$ cat src/rtl/shifter_pkg.sv
// Shared types for the sequential shifter: operation encoding and FSM states.
package shifter_pkg;

  typedef enum logic [1:0] {
    OP_SLL = 2'b00,
    OP_SRL = 2'b01,
    OP_RSV = 2'b10,
    OP_SRA = 2'b11
  } op_e;

  typedef enum logic [1:0] {
    IDLE  = 2'b00,
    SHIFT = 2'b01,
    DONE  = 2'b10
  } state_e;

endpackage

$ cat src/rtl/shift_step.sv
// One combinational shift step of distance d; the reserved op passes data through.
module shift_step
  import shifter_pkg::*;
#(
  parameter int WIDTH = 32,
  localparam int SHW  = $clog2(WIDTH)
) (
  input  logic [WIDTH-1:0] data,
  input  op_e              op,
  input  logic [SHW-1:0]   d,
  output logic [WIDTH-1:0] result
);

  // NOTE: assigning a default before the case keeps every path driven, so no latch is inferred.
  always_comb begin
    result = data;
    case (op)
      OP_SLL:  result = data << d;
      OP_SRL:  result = data >> d;
      OP_SRA:  result = WIDTH'($signed(data) >>> d);
      default: result = data;
    endcase
  end

endmodule

$ cat src/rtl/seq_shifter.sv
// Multi-cycle shifter: moves at most STEP bit positions per clock, with a
// valid/ready request side and a valid/ready result side.
module seq_shifter
  import shifter_pkg::*;
#(
  parameter int WIDTH = 32,
  parameter int STEP  = 1,
  localparam int SHW  = $clog2(WIDTH)
) (
  input  logic             clk,
  input  logic             rst_n,
  input  logic             flush,
  input  logic             in_valid,
  output logic             in_ready,
  input  logic [WIDTH-1:0] in_data,
  input  logic [SHW-1:0]   in_shamt,
  input  logic [1:0]       in_op,
  output logic             out_valid,
  input  logic             out_ready,
  output logic [WIDTH-1:0] out_data,
  output logic             busy
);

  // Remaining distance never exceeds WIDTH-1, so a STEP of WIDTH clamps to that.
  localparam logic [SHW-1:0] STEP_CAP = (STEP >= WIDTH) ? SHW'(WIDTH - 1) : SHW'(STEP);

  state_e           state, state_nx;
  logic [WIDTH-1:0] data_q, res_q, step_out;
  logic [SHW-1:0]   rem_q, d;
  op_e              op_q;
  logic             accept, last_step;

  assign accept    = (state == IDLE) && in_valid;
  assign d         = (rem_q < STEP_CAP) ? rem_q : STEP_CAP;
  assign last_step = (rem_q == d);

  shift_step #(.WIDTH(WIDTH)) u_step (
    .data   (data_q),
    .op     (op_q),
    .d      (d),
    .result (step_out)
  );

  always_comb begin
    state_nx = state;
    case (state)
      IDLE:    if (in_valid) state_nx = (in_shamt == '0) ? DONE : SHIFT;
      SHIFT:   if (last_step) state_nx = DONE;
      DONE:    if (out_ready) state_nx = IDLE;
      default: state_nx = IDLE;
    endcase
    if (flush) state_nx = IDLE;
  end

  // NOTE: sequential state uses non-blocking assignments so every register samples pre-edge values.
  always_ff @(posedge clk or negedge rst_n) begin
    if (!rst_n) state <= IDLE;
    else        state <= state_nx;
  end

  // res_q is loaded only on entry to DONE, so out_data holds while shifting and idle.
  always_ff @(posedge clk or negedge rst_n) begin
    if (!rst_n) begin
      data_q <= '0;
      res_q  <= '0;
      rem_q  <= '0;
      op_q   <= OP_SLL;
    end else if (flush) begin
      rem_q <= '0;
    end else if (accept) begin
      data_q <= in_data;
      op_q   <= op_e'(in_op);
      rem_q  <= in_shamt;
      if (in_shamt == '0) res_q <= in_data;
    end else if (state == SHIFT) begin
      data_q <= step_out;
      rem_q  <= rem_q - d;
      if (last_step) res_q <= step_out;
    end
  end

  assign in_ready  = (state == IDLE);
  assign out_valid = (state == DONE);
  assign busy      = (state != IDLE);
  assign out_data  = res_q;

endmodule

$ cat config.mk
export PLATFORM = sky130hd
export DESIGN_NAME = seq_shifter
export DESIGN_NICKNAME = d
export VERILOG_FILES = /design/src/rtl/shifter_pkg.sv /design/src/rtl/shift_step.sv /design/src/rtl/seq_shifter.sv
export SDC_FILE = /design/constraint.sdc
export NUM_CORES = 1
export LEC_CHECK = 0
export BUFFER_PORTS_ARGS = -buffer_cell sky130_fd_sc_hd__buf_2
export CORE_MARGIN = 1
export CORE_UTILIZATION = 35
export CTS_CLUSTER_SIZE = 20
export DETAILED_ROUTE_END_ITERATION = 16
export HOLD_SLACK_MARGIN = 0.15
export PLACE_DENSITY = 0.53
export SYNTH_ARGS = -nofsm -noshare
export SYNTH_HDL_FRONTEND = slang
export SYNTH_SLANG_ARGS = --single-unit
$ cat constraint.sdc
create_clock -name clk -period 3.25 [get_ports clk]
set_clock_uncertainty 0.1 [all_clocks]
set_input_delay 0.325 -clock clk [delete_from_list [all_inputs] [get_ports clk]]
set_output_delay 0.325 -clock clk [all_outputs]
set_load 0.02 [all_outputs]
==> After elaboration in Yosys (flattened, before gate mapping) <==
Cells that the tools add are included.
Widths: inputs -> output; s select.
{ "totals": {"register_bits": 73, "mem_count": 0, "input_bits": 44, "romBits": 0, "elab_cells": 49, "latchBits": 0, "ram_bits": 0} }
{ "op_classes": {"addsub": 1, "eq_ne": 9, "n_lt_le_gt_ge": 1, "n_mux": 17, "div_mod_pow": 0, "reduce_logical": 12, "bitwise": 1, "shift": 3, "multipliers": 0} }
{ "ops": {"columns": ["cell", "count"], "rows": [
  ["$mux 32", 6],
  ["$pmux 32 s3", 1],
  ["$shl 32x5->32", 1],
  ["$shr 32x5->32", 1],
  ["$sshr 32x5->32", 1],
  ["$mux 5", 4],
  ["$mux 2", 5],
  ["$ne 3x3->1 const B", 2],
  ["$pmux 2 s3", 1],
  ["$reduce_bool 2->1", 3],
  ["$eq 5x5->1", 1],
  ["$logic_not 5->1", 1],
  ["$lt 5x1->1 const B", 1],
  ["$sub 5x5->5", 1],
  ["$eq 2x1->1 const B", 2],
  ["$eq 2x2->1 const B", 2],
  ["$logic_not 2->1", 2],
  ["$reduce_and 2->1", 2],
  ["$reduce_and 4->1", 1],
  ["$ne 3x2->1 const B", 1],
  ["$reduce_and 3->1", 1],
  ["$reduce_bool 3->1", 1],
  ["$ne 2x1->1 const B", 1],
  ["$logic_and 1x1->1", 1],
  ["$not 1->1", 1]
]} }

==> Logic depth before layout (Yosys ltp) <==
Gate-level depths: netlist of run 1.
{ "depth": {"word_depth": 7, "ltp_mapped": 9, "depth_no_buf": 7} }

==> Cells and area by module <==
A second synthesis of run 1 with hierarchy kept.
{ "unflattened": {"hier_cells": 807, "area_unflattened_um2": 7703.6} }
{ "by_module_without_submodules": {"columns": ["mod", "cells_per_inst", "area_per_inst_um2", "n_inst", "seq_area_each_um2"], "rows": [
  ["shift_step", 538, 4345.4, 1, 0.0],
  ["seq_shifter", 269, 3358.2, 1, 1826.8]
]} }

==> Worst setup path after synthesis of run 1 <==
No wires, ideal clock.
{ "synth_path": {"path_kind": "register to register", "from": "register rem_q[2]", "to": "register res_q[7], in the netlist out_data[7]", "t_arrival_ps": 2007, "period_less_slack_ps": 2242, "slack_ps": 1008, "required_ps": 3015, "stages_incl_launch_ff": 10, "n_path_buf": 2, "cell_sequence": "dfrtp_1 > buf_2 > nor4_1 > or2_2 > ha_1 > inv_1 > nor4_4 > or2_4 > buf_6 > a31oi_1"} }
{ "synth_between": {"elab_chain_len": 7, "word_cells_on_any_way": 12, "cone_classes": "1 x order compare; 1 x eq/ne; 3 x shift; 5 x mux; 2 x reduce/logical"} }
{ "synth_lines": {"columns": ["element", "line", "text"], "rows": [
  ["from (decl)", "seq_shifter.sv:29", "logic [SHW-1:0] rem_q, d;"],
  ["from (signal assigned)", "seq_shifter.sv:73", "rem_q <= in_shamt;"],
  ["from (signal assigned)", "seq_shifter.sv:77", "rem_q <= rem_q - d;"],
  ["$lt 5x1->1", "seq_shifter.sv:34", "assign d = (rem_q < STEP_CAP) ? rem_q : STEP_CAP;"],
  ["$mux 5", "seq_shifter.sv:34", null],
  ["$sshr 32x5->32, or another cell as far along", "shift_step.sv:20", "OP_SRA: result = WIDTH'($signed(data) >>> d);"],
  ["$pmux 32 s3", "shift_step.sv:17", "case (op)"],
  ["$mux 32", "seq_shifter.sv:78", "if (last_step) res_q <= step_out;"],
  ["$mux 32", "seq_shifter.sv:75", "end else if (state == SHIFT) begin"],
  ["$mux 32", "seq_shifter.sv:70", "end else if (accept) begin"],
  ["to (signal assigned)", "seq_shifter.sv:74", "if (in_shamt == '0) res_q <= in_data;"],
  ["to (signal assigned)", "seq_shifter.sv:78", null],
  ["to (decl)", "seq_shifter.sv:28", "logic [WIDTH-1:0] data_q, res_q, step_out;"]
]} }
Several ways; a longest one is shown, not always the timed one. The select of a mux whose other input is x is not followed.
A chain may end at the register's enable or synchronous reset.

==> Worst setup path after layout of run 1 <==
Same ends and word-level chain as after synthesis.

==> results of run 1 <==
==> state kept, by name (all words and copies together) (netlist names) <==
| signal | cells |
|---|---|
| state | 2 |
| op_q | 2 |
| data_q | 32 |
| rem_q | 5 |
| out_data | 32 |
==> critical path, delay by kind of cell (launching register included) <==
| family | cells | cell delay (ns) |
|---|---|---|
| simple gates | 4 | 1.30 |
| compound gates | 1 | 0.15 |
| flops | 1 | 0.48 |
| buf+inv | 1 | 0.12 |
| fa+ha+maj | 1 | 0.18 |
==> cell usage after synthesis <==
master and number:
nor3_2 2, buf_2 8, mux2_2 2, and3_1 1, ha_1 1, o221a_2 2
or2_2 2, nor3b_1 1, o2bb2ai_1 2, nand2_1 35, buf_4 1, and2_1 1
or3_1 3, nor4_4 1, nor2b_1 1, or3b_4 1, buf_6 7, o21ba_2 1
dfrtp_1 73, nor4b_2 1, a31oi_1 60, a21oi_1 39, o22ai_1 4, clkbuf_1 27
mux2i_1 1, buf_1 1, nor3_1 63, nor4_1 3, or2_4 1, inv_1 35
o21ai_0 10, nor4b_1 1, o311a_1 1, o221ai_1 30, nor2_1 38, o41ai_1 1
==> stage by stage <==
| step | cell area [sq um] | util [%] | worst slack (ns) | instances | hold WS [ns] |
|---|---|---|---|---|---|
| floorplan | 3963 | - | 1.008 | 461 | -0.07059 |
| global placement | 4420 | 40.42 | 0.9534 | 649 | 0.3870 |
| detailed placement | 4420 | 40.42 | 0.7756 | 649 | 0.3800 |
| CTS | 4772 | 43.64 | 0.7623 | 669 | 0.1587 |
| global route | 4772 | 43.64 | 0.5617 | 669 | 0.1711 |
| finish | 4772 | 43.64 | 0.7788 | 669 | 0.1647 |
==> cell usage in the layout, fill, tap and decap left out, types with 3 or more instances in the layout <==
cell / n
buf_2: 77
dfrtp_1: 72
nor3_1: 63
a31oi_1: 60
nor2_1: 38
a21oi_1: 38
inv_1: 35
nand2_1: 35
o221ai_1: 30
buf_4: 15
o21ai_0: 10
clkbuf_16: 9
o22ai_1: 4
dlygate4sd3_1: 4
nor4_1: 3
or3_1: 3
clkinv_2: 3
==> report_power, final <==
part           internal, mW  switching (mW)
Clock                 0.668           0.377
Sequential             1.34           0.409
Combinational         0.991            1.65
==> area by class of cell <==
class	instances	area (sq um)	share of cell area [%]
Tap cell	140	175.2	3.671
Clock inverter	6	82.58	1.730
Sequential cell	73	1828	38.31
Clock buffer	10	229.0	4.798
Inverter	35	131.4	2.753
Multi-Input combinational cell	309	1788	37.47
Timing Repair Buffer	96	538.0	11.27
==> kinds of logic (layout without fill, tap and decap cells) <==
kind of cell / Yosys count / in the layout / synth area share [%]
buffers and inverters: 79 / 147 / 9.157
adders and majority gates: 1 / 1 / 0.3157
DFF: 73 / 73 / 46.10
AOI/OAI and AO/OA: 150 / 150 / 24.66
and+or+nand+nor: 155 / 155 / 18.95
muxes: 3 / 3 / 0.8209
==> routing by layer <==
layer,vias up,global-route usage [%],part of all wire (%)
met1,1746,25.79,46
met2,111,31.74,47
met3,14,3.074,5.6
met4,0,6.371,1.4
met5,-,0,0
li1,1825,-,-
==> timing repair <==
| item | 4_1_cts | 5_1_grt |
|---|---|---|
| hold buffers | 4 | 0 |
| setup buffers | 0 | 0 |
| gates resized for setup | 0 | 0 |
| endpoints found under the hold margin | 76 | 0 |
==> worst min-delay path by stage <==
stage	start	endpoint
after global routing	in_data[24]	out_data[24]
after floorplan	rst_n	data_q[0]
after global placement	out_data[0]	out_data[0]
after CTS	in_data[3]	data_q[3]
after detailed placement	out_data[0]	out_data[0]
final	in_data[3]	data_q[3]
==> qor.txt, run 1 <==
Site Rows: 38
first-pass GRT wire length: 17730 um
gpl congestion: 0.7744
Syn-to-layout area delta: 20.43%
total negative slack: 0 ns
outcome: complete, no violations
Rel. slew slack: 38.26%
top post-synthesis cells by area: dfrtp_1, a31oi_1, nor3_1
Fillers: 1123
max incr delay on CP: 0.48 ns
Worst Max-Slew Pin Slew: 0.9261 ns
RSZ-0062 raised after global routing: false
syn_nets: 506
number of diodes: 0
Worst-Skew Late Latency: 0.33 ns
I/O pin count: 79
Avg Inst Size Synth: 8.596 sq um
TritonCTS clock tree: yes
initial antenna violation count: 0
input/output buffers: 78
Pwr Total: 5.440 mW
Initial DRC Count: 193
Crit-path slowest cell: dfrtp_1
Hold Fails Final Rpt: 0
WP data required: 3.34 ns
top-area cell type share of the netlist area: 46.10%
wire per inst: 15.78 um
Reg clk slew, reported paths: 0.06 ns
worst path cell trace: nor4_1, or2_2, ha_1, inv_1, nor4_4, or2_4, a31oi_1
CP Data Arrival Time: 2.56 ns
Num Clock Sinks: 73
die area: 11750 sq um
flops & latches, synth: 73
Synth area leader: dfrtp_1
R2R Setup Slk: 0.78 ns
max-cap violations: 0
vias after detailed routing: 3696
end point of the critical path: out_data[7]
DRC: 0
leakage: 2.069 nW
Syn. warnings: 0
total CTS buffers: 9
H-tree levels: 3
worst reg2reg endpoint: out_data[7]
fin nets: 569
Pwr Density: 1140 nW/um^2
Core Box Area: 10940 sq um
drt first pass iters: 4
share of cells above drive strength 1: 23.25%
period utilization: 76.04%
Distinct cells, synth: 36
DRT Wirelength: 10560 um
Initial Utilization: 36.24%
Hold Crit Class: in2reg
worst r2r path cells: 7
DIE WIDTH: 108.4 um
Worst R2R Start: rem_q[2]
CP max FO: 30
critical path capture point type: register
Remaining Overflow, GRT: 0
Max IR drop VDD: 0.5852 mV
die height: 108.4 um
Vias per Instance: 5.525
Overall Global Routing Usage: 19.29%
FMAX: 404.7 MHz
vias in the first global route: 3643
hold depth: 3
Setup CP Type: reg2reg
Mapped Cells: 461
Post-DP HPWL: 6933 um
ANT nets after route: 0
Root Driver: clkbuf_16
post-synthesis sequential area ratio: 46.10%
synthesized cell area: 3963 sq um
largest net degree at the start of global routing: 74
CP Launch Point: rem_q[2]
minimum clock period: 2.471 ns
fin. max-slew vios: 0
Final setup viols: 0
Max Buffers Root-to-Sink: 2
startpoint types: register
Note: power is estimated with default switching activity, not from simulation.
==> run 2: changes to the inputs <==
Settings changed: PLACE_DENSITY 0.53 to 0.55.
Clock period 3.25 ns to 2.1 ns, I/O delays scaled along.
==> run 2 against run 1 <==
Compared with the run above:
- the run now ends with negative setup slack left
- power is 71% higher
- combinational power is 87% higher
- non-clock buffer count is 58 higher
- hold slack better by 0.10 ns
- final cell count is 8.7% higher
- via count is 8.1% higher
- register-to-register slack worse by 0.79 ns
- critical path type is now in2reg
- largest cell class is now multi-input combinational cells
- largest power group unchanged
==> qor.txt, run 2 (same netlist as run 1, synthesis figures left out) <==
Initial DRC Count: 237 (+23%)
TritonCTS clock tree: yes
share of cells above drive strength 1: 25.72% (+2.5 points)
max incr delay on CP: 0.53 ns (+0.05 ns)
M2 GR Usage: 32.73% (+0.99 points)
total CTS buffers: 9 (unchanged)
Max Buffers Root-to-Sink: 2 (unchanged)
most used routing layer: met2
Num Clock Sinks: 73 (unchanged)
max-cap violations: 0 (unchanged)
wire per inst: 16.10 um (+2.1%)
DRT Wirelength: 11710 um (+11%)
critical path capture point type: register
FMAX: 472.6 MHz
Rel. slew slack: 69.99% (+32 points)
Remaining Overflow, GRT: 0 (unchanged)
Final setup viols: 13 (+13)
die area: 11750 sq um (unchanged)
most frequent cells in the layout: buf_2, dfrtp_1, nor3_1
Overall Global Routing Usage: 20.10% (+0.81 points)
period utilization: 100.7%
Site Rows: 38 (unchanged)
failing checks: negative setup slack
CP Data Arrival Time: 2.22 ns (-0.34 ns)
DRC: 0 (unchanged)
Final Core Density: 50.71% (+7.1 points)
ANT nets after route: 0 (unchanged)
Reg clk slew, reported paths: 0.06 ns (about the same)
number of diodes: 0 (unchanged)
Worst R2R Start: rem_q[1]
H-tree levels: 3 (unchanged)
leakage: 2.385 nW (+15%)
fin. max-slew vios: 0 (unchanged)
Crit-path slowest cell: dlygate4sd3_1
DIE WIDTH: 108.4 um (unchanged)
met1 GRT Util: 27.35% (+1.6 points)
Root Driver: clkbuf_16
Core Box Area: 10940 sq um (unchanged)
I/O pin count: 79 (unchanged)
initial antenna violation count: 0 (unchanged)
total negative slack: -0.1018 ns (-0.1018 ns)
largest net degree at the start of global routing: 65 (-12%)
pre-CTS setup slack: -0.01425 ns (-0.7899 ns)
Vias per Instance: 5.498 (-0.48%)
vias in the first global route: 3810 (+4.6%)
Hold Slack: 0.2650 ns (+0.1003 ns)
worst path cell trace: dlygate4sd3_1, buf_4, or3b_4, nor4_4, or2_4, buf_12, a31oi_1
first-pass GRT wire length: 18500 um (+4.4%)
outcome: finished, violations left
commonest non-fill, non-tap cell in the layout: buf_2
Pwr Density: 1676 nW/um^2 (+47%)
Worst Path Buf+Inv: 3 (+2)
setup slack after layout: -0.01574 ns (-0.7946 ns)
input/output buffers: 78 (unchanged)
Crit path max-delay family: simple AND/OR/NAND/NOR gates
Worst-Skew Late Latency: 0.33 ns (about the same)
minimum clock period: 2.116 ns
met3 usage: 2.712% (-0.36 points)
RSZ-0062 raised after global routing: true
Syn-to-layout area delta: 39.94%
Hold Fails Final Rpt: 0 (unchanged)
Post-DP HPWL: 7201 um (+3.9%)
Worst Max-Slew Pin Slew: 0.4502 ns (-0.4759 ns)
CP Launch Point: flush
gpl congestion: 0.7773 (+0.37%)
Setup CP Type: in2reg
startpoint types: primary input
Fillers: 1079 (-3.9%)
CP max FO: 8 (-73%)
Hold Crit Class: in2async
drt first pass iters: 4 (unchanged)
WP data required: 2.20 ns (-1.14 ns)
Max IR drop VDD: 0.7984 mV (+36%)
vias after detailed routing: 3997 (+8.1%)
Initial Utilization: 36.24% (unchanged)
die height: 108.4 um (unchanged)
fin nets: 627 (+10%)
-- run 2: stage by stage --
step	total power, mW	instance area, sq um	std cells
2_1_floorplan	5.719	3969	461
6_report	9.292	5545	727
4_1_cts	8.908	5328	719
3_3_place_gp	6.990	4567	661
5_1_grt	9.963	5545	727
3_5_place_dp	7.051	4567	661
-- run 2: layout make-up --
cell class	count	area [sq um]	share of cell area, %
inverter	35	131.4	2.369
clock buffer	11	232.7	4.197
tap	140	175.2	3.159
timing repair buffer	154	1176	21.21
clock inverter	5	103.9	1.873
sequential	73	1828	32.96
multi-input combinational	309	1898	34.23
-- run 2: worst paths after layout --
check | endpoint | slack [ns] | cells past startpoint
max | out_data[3] | -0.02 | 7
min | data_q[13] | 0.27 | 2
max reg2reg | out_data[3] | -0.01 | 8
min reg2reg | out_data[0] | 0.39 | 1
max in group asynchronous | data_q[20] | 1.05 | 3
min in group clk | rem_q[0] | 0.38 | 5
-- run 2: per-layer routing --
| metal | wire length [um] | vias up |
|---|---|---|
| li1 | - | 1937 |
| met1 | 5514 | 1924 |
| met2 | 5445 | 126 |
| met3 | 627 | 10 |
| met4 | 121 | 0 |
| met5 | 0 | - |
-- run 2: timing repair --
| item | CTS | global route |
|---|---|---|
| hold buffers | 42 | 0 |
| hold endpoints to repair | 146 | 0 |
| setup buffers | 0 | 5 |
| pin swaps | 0 | 8 |
| gates cloned | 0 | 3 |
| gates resized for setup | 1 | 23 |
| endpoints found under the setup margin | 7 | 34 |
-- run 2: power by group --
part	internal (mW)	switching, mW
logic	2.00	2.94
registers	2.08	0.515
clock network	1.16	0.599
total	5.24	4.05
